==> src/rtl/if_stage.sv <==
// Instruction-fetch stage: PC register, imem address, IF/ID pipeline register.
// Optional stall/flush event counters are built when IF_STAGE_PERF_CNT_EN is defined;
// otherwise stall_cnt_o / flush_cnt_o are tied to zero.
module if_stage #(
  parameter int unsigned     XLEN         = 32,
  parameter logic [XLEN-1:0] RESET_PC     = '0,
  parameter logic [31:0]     BUBBLE_INSTR = 32'h0,
  parameter int unsigned     CNT_W        = 32
) (
  input  logic             clk_i,
  input  logic             rst_i,
  input  logic             start_i,
  input  logic             stall_i,
  input  logic             flush_i,
  input  logic [XLEN-1:0]  branch_target_i,
  output logic [XLEN-1:0]  imem_addr_o,
  input  logic [31:0]      imem_instr_i,
  output logic [XLEN-1:0]  pc_o,
  output logic [31:0]      instr_o,
  output logic [XLEN-1:0]  pc_id_o,
  output logic             valid_o,
  output logic [CNT_W-1:0] stall_cnt_o,
  output logic [CNT_W-1:0] flush_cnt_o
);

  localparam int unsigned INSTR_W = 32;

  logic [XLEN-1:0]    pc_q, pc_d;
  logic [INSTR_W-1:0] instr_q, instr_d;
  logic [XLEN-1:0]    pc_id_q, pc_id_d;
  logic               valid_q, valid_d;

  // Next-state selection: idle > stall > flush > sequential fetch.
  always_comb begin
    pc_d    = pc_q;
    instr_d = instr_q;
    pc_id_d = pc_id_q;
    valid_d = valid_q;
    if (!start_i) begin
      instr_d = BUBBLE_INSTR;
      pc_id_d = '0;
      valid_d = 1'b0;
    end else if (stall_i) begin
      // Hold everything; a branch seen while stalled is re-raised later.
    end else if (flush_i) begin
      pc_d    = branch_target_i & ~XLEN'(3);
      instr_d = BUBBLE_INSTR;
      pc_id_d = '0;
      valid_d = 1'b0;
    end else begin
      pc_d    = pc_q + XLEN'(4);
      instr_d = imem_instr_i;
      pc_id_d = pc_q;
      valid_d = 1'b1;
    end
  end

  // PC and IF/ID registers.
  always_ff @(posedge clk_i or negedge rst_i) begin
    if (!rst_i) begin
      pc_q    <= RESET_PC;
      instr_q <= BUBBLE_INSTR;
      pc_id_q <= '0;
      valid_q <= 1'b0;
    end else begin
      pc_q    <= pc_d;
      instr_q <= instr_d;
      pc_id_q <= pc_id_d;
      valid_q <= valid_d;
    end
  end

  assign pc_o        = pc_q;
  assign imem_addr_o = pc_q;
  assign instr_o     = instr_q;
  assign pc_id_o     = pc_id_q;
  assign valid_o     = valid_q;

`ifdef IF_STAGE_PERF_CNT_EN
  logic [CNT_W-1:0] stall_cnt_q, stall_cnt_d;
  logic [CNT_W-1:0] flush_cnt_q, flush_cnt_d;

  // Saturating event counters; a flush under stall is not counted.
  always_comb begin
    stall_cnt_d = stall_cnt_q;
    flush_cnt_d = flush_cnt_q;
    if (start_i && stall_i && (stall_cnt_q != '1)) begin
      stall_cnt_d = stall_cnt_q + CNT_W'(1);
    end
    if (start_i && !stall_i && flush_i && (flush_cnt_q != '1)) begin
      flush_cnt_d = flush_cnt_q + CNT_W'(1);
    end
  end

  // Counter registers.
  always_ff @(posedge clk_i or negedge rst_i) begin
    if (!rst_i) begin
      stall_cnt_q <= '0;
      flush_cnt_q <= '0;
    end else begin
      stall_cnt_q <= stall_cnt_d;
      flush_cnt_q <= flush_cnt_d;
    end
  end

  assign stall_cnt_o = stall_cnt_q;
  assign flush_cnt_o = flush_cnt_q;
`else
  assign stall_cnt_o = '0;
  assign flush_cnt_o = '0;
`endif

endmodule
==> config.mk <==
export PLATFORM = sky130hd
export DESIGN_NAME = if_stage
export DESIGN_NICKNAME = d
export VERILOG_FILES = /design/src/rtl/if_stage.sv
export SDC_FILE = /design/constraint.sdc
export NUM_CORES = 1
export LEC_CHECK = 0
export CORE_MARGIN = 3
export CORE_UTILIZATION = 36
export CTS_BUF_LIST = sky130_fd_sc_hd__clkbuf_16
export DETAILED_ROUTE_END_ITERATION = 10
export GPL_TIMING_DRIVEN = 0
export HOLD_SLACK_MARGIN = 0.12
export PLACE_DENSITY = 0.81
export SLEW_MARGIN = 20
export SYNTH_ARGS = -nofsm -noshare
export SYNTH_HDL_FRONTEND = slang
export SYNTH_SLANG_ARGS = --single-unit
==> constraint.sdc <==
create_clock -name clk_i -period 1.9 [get_ports clk_i]
set_input_delay 0.19 -clock clk_i [delete_from_list [all_inputs] [get_ports clk_i]]
set_output_delay 0.19 -clock clk_i [all_outputs]
set_load 0.02 [all_outputs]
# [Word-level counts from Yosys, hierarchy flattened]
# Cells that the tools add are included.
[word_totals] register_bits=97 out_inout_bits=193 elab_cells=18
[op_classes] addsub=1 eq_ne=1 muxes=10 bitwise_logic=1 reduce_logical=1
[op_table] operator="2-to-1 mux 32 bit" n=7
[op_table] operator="adder 32 x 3 -> 32 bit, second input constant" n=1
[op_table] operator="2-to-1 mux 1 bit" n=3
[op_table] operator="inequality test 2 bit, second input constant" n=1
[op_table] operator="AND reduction 2 bit" n=1
[op_table] operator="inverter 1 bit" n=1

# [Longest topological paths before layout]
[depth] word_depth=3 mapped_depth=7

# [Worst setup path before layout]
# Ideal clock, no wire load.
[synth_timing] kind="reg-to-reg" startpoint="register pc_q[2], in the netlist imem_addr_o[2]" endpoint="register pc_q[16], in the netlist imem_addr_o[16]" setup_ns=0.137 t_arrival_ns=1.842 required_ns=1.763 path_slack_ns=-0.079 path_stages_with_launch=8 path_buffers=1 cell_sequence="dfrtp_1 -> ha_1 -> and3_4 -> nand4_4 -> buf_6 -> or4b_1 -> o21ai_1 -> a21oi_1"
[synth_via] elab_chain_len=2
[synth_rtl] element="from (decl)" line="28" text="logic [XLEN-1:0] pc_q, pc_d;"
[synth_rtl] element="from (signal assigned)" line="66" text="pc_q <= pc_d;"
[synth_rtl] element="adder 32 x 3 -> 32 bit" line="51" text="pc_d = pc_q + XLEN'(4);"
[synth_rtl] element="2-to-1 mux 32 bit" line="45" text="end else if (flush_i) begin"
# No other way between the ends.
# A chain may end at the register's enable or synchronous reset.

# [Final worst setup path]
[layout_timing] startpoint="register pc_q[23], in the netlist imem_addr_o[23]" endpoint="output port pc_o[23]"
[layout_lines] element="to (decl)" line="18" text="output logic [XLEN-1:0] pc_o,"
# No word-level cell between the ends.

==> impl_metrics.yaml <==
global_route:
  grt-ovfl-total: 0
  grt_pass1_vias: 4415
  track_usage: 0.202
  grt_max_degree: 56
  antenna_found_initial: 0
  grt_pass1_wl_mm: 23.9
sta:
  relSlewSlack: 0.578
  min_period_ns: 1.84
  setup_viol: 0
  fin_ws_ns: 0.0630
  report.final.slew_viol_count: 0
  finalHoldViolCount: 0
  max_freq_mhz: 544
  skew_ns: 0.0119
  fin_hold_ws_ns: 0.323
  worst_slew_pin_slew_ns: 0.633
  period_share: 0.967
setup_path:
  path_max_fanout: 8
  critPathArrivalTime_ns: 1.65
  critPathCaptureType: "output pin"
  cp.required_ns: 1.71
  critPathLaunchType: "register"
  crit_type: "register to output pin"
finish:
  instances_no_fill: 961
  diodes: 0
  fin_nets: 850
  fill_cells: 1165
  syn_to_final_growth_pct: 58.4
  drive_gt1_frac: 0.222
flow_run:
  maxCapViolations: 0
outcome:
  status: "finished, final reports clean"
floorplanning:
  io_pins: 262
  die_h_um: 124
  rows: 42
  die-width_um: 124
  dieArea_um2: 15400
  coreArea_um2: 13500
  initial_utilization: 0.372
hold_path:
  min_path_type: "input pin to asynchronous set/reset pin"
placed_design:
  routabilityCongestion: 0.899
  place_ws_ns: -0.585
  place_hpwl_mm: 12.1
  post-place-cells: 932
  io_buffers: 191
logic_synthesis:
  yosys-top-cells-area: "dfrtp_1, buf_4, a22o_1"
  synth_top_cell_area_share: 0.469
  avgSynthCellArea_um2: 10.1
  async_flop_share: 1.00
  synth.cell_area_um2: 5010
  syn_inst: 497
  yosys.cell_types.count: 62
  synth_area_leader_cell: "dfrtp_1"
  yosys_warnings: 0
  postSynthRegisterBits: 94
  post_synth_most_frequent_cells: "buf_4, dfrtp_1, a22o_1"
  synth_edf_count: 0
  seq_area_frac_synth: 0.469
  synthMostInstantiatedCell: "buf_4"
  synth-main-ff-cell: "dfrtp_1"
clock_tree:
  clock_latency_ns: 0.35
  cts_root_buffer: "clkbuf_16"
  clkSinkCount: 94
  cts_tree: "done"
  path_clk_slew_ns: 0.08
  h-tree-depth: 3
  cts.path.max_buffers: 2
  numCtsBuffers: 9
routing:
  ant_nets: 0
  vias: 4762
  routedWlPerCell_um: 17.0
  drt_iter0_markers: 475
  wl_mm: 16.3
  drtPass1Iterations: 5
  drc: 0
  vias_per_cell: 4.96
pwr:
  max-vdd-ir-drop_v: 0.000617
  finalPower_mw: 6.30
  leakage_nw: 3.62
  power_density_nw_per_um2: 793
[flip-flops by register name, indices dropped and copies added (netlist names)]
signal,cells
instr_o,32
pc_id_o,31
imem_addr_o,30
valid_o,1
[critical path: stages, from the launching register on]
cell	delay [ns]
dfrtp_1	0.52
buf_4	0.16
clkdlybuf4s50_1	0.61
[through the flow]
stage,cell area [µm²],setup TNS (ns),util
after floorplan,5270,0,-
after global placement,7400,-294.79,0.550
after detailed placement,7430,-26.87,0.552
after CTS,7820,0,0.581
after global routing,7940,-0.0143,0.590
final,7940,0,0.590
[cells by family (layout without fill, tap and decap cells)]
logic type | Yosys count | count (layout) | share of synthesized area
AOI/OAI and AO/OA | 140 | 140 | 0.202
buffers and inverters | 138 | 359 | 0.185
and+or+nand+nor | 121 | 121 | 0.137
DFF | 94 | 94 | 0.469
muxes | 2 | 2 | 0.00400
adders and majority gates | 1 | 1 | 0.00250
other | 1 | 68 | 0.000748
[report_power, final]
group / total [mW] / switching (mW) / internal (mW)
Clock: 1.95 / 0.794 / 1.16
Combinational: 1.94 / 0.963 / 0.978
Sequential: 2.41 / 0.242 / 2.16
Total: 6.30 / 2.00 / 4.30
[routing by layer]
layer | routed length, µm | part of all wire | GRT usage
met3 | 1590 | 0.097 | 0.0536
met2 | 8140 | 0.50 | 0.346
met1 | 6310 | 0.39 | 0.249
met4 | 262 | 0.016 | 0.0623
met5 | 0 | 0 | 0
[final timing paths]
check	from	endpoint	slack, ns	cells past startpoint
hold reg to reg	pc_id_o[25]	pc_id_o[25]	0.47	2
setup reg to reg	imem_addr_o[8]	imem_addr_o[16]	0.09	7
setup / recovery	imem_addr_o[23]	pc_o[23]	0.06	2
min in group clk_i	imem_instr_i[2]	instr_o[2]	0.44	2
hold / removal	rst_i	instr_o[13]	0.32	2
max in group asynchronous	rst_i	imem_addr_o[2]	0.95	3
[final cells by class]
type                       count  area (µm²)  share of cell area
timing repair buffer         205        2040               0.257
buffer                       132         918               0.116
tap                          176         220              0.0277
inverter                       6        22.5             0.00284
clock inverter                 7        96.3              0.0121
multi-input combinational    332        2040               0.257
sequential                    94        2370               0.299
clock buffer                   9         225              0.0284
[cell usage in the layout, fill, tap and decap left out, types with 2 or more instances in the layout]
cell type	instances
and3_1	6
and4_4	2
buf_4	113
nand4_4	2
a22o_1	56
nor2_1	15
a22oi_1	2
o21ai_0	25
conb_1	68
clkbuf_2	4
a21o_1	3
a21oi_1	21
a31oi_1	6
nor3_1	16
nand2_1	30
clkinvlp_4	3
and4_1	2
or3_1	5
clkbuf_1	21
dfrtp_2	14
clkbuf_16	9
nand4_1	3
bufinv_16	2
clkdlybuf4s50_1	190
buf_6	6
nor3_2	2
o41ai_1	2
a21boi_0	2
o22ai_1	6
nand3_1	16
nand2_2	2
dfrtp_1	80
inv_1	5
mux2i_1	2
nor3_4	2
nor4_1	3
[what timing repair did]
item | 4_1_cts | 5_1_grt
buffers inserted | 4 | 8
hold endpoints to repair | 39 | 0
gates resized for setup | 9 | 24
endpoints found under the setup margin | 53 | 22
pin swaps | 2 | 3
hold buffers | 1 | 0
gates cloned | 0 | 0
(Power assumes the default switching activity.)
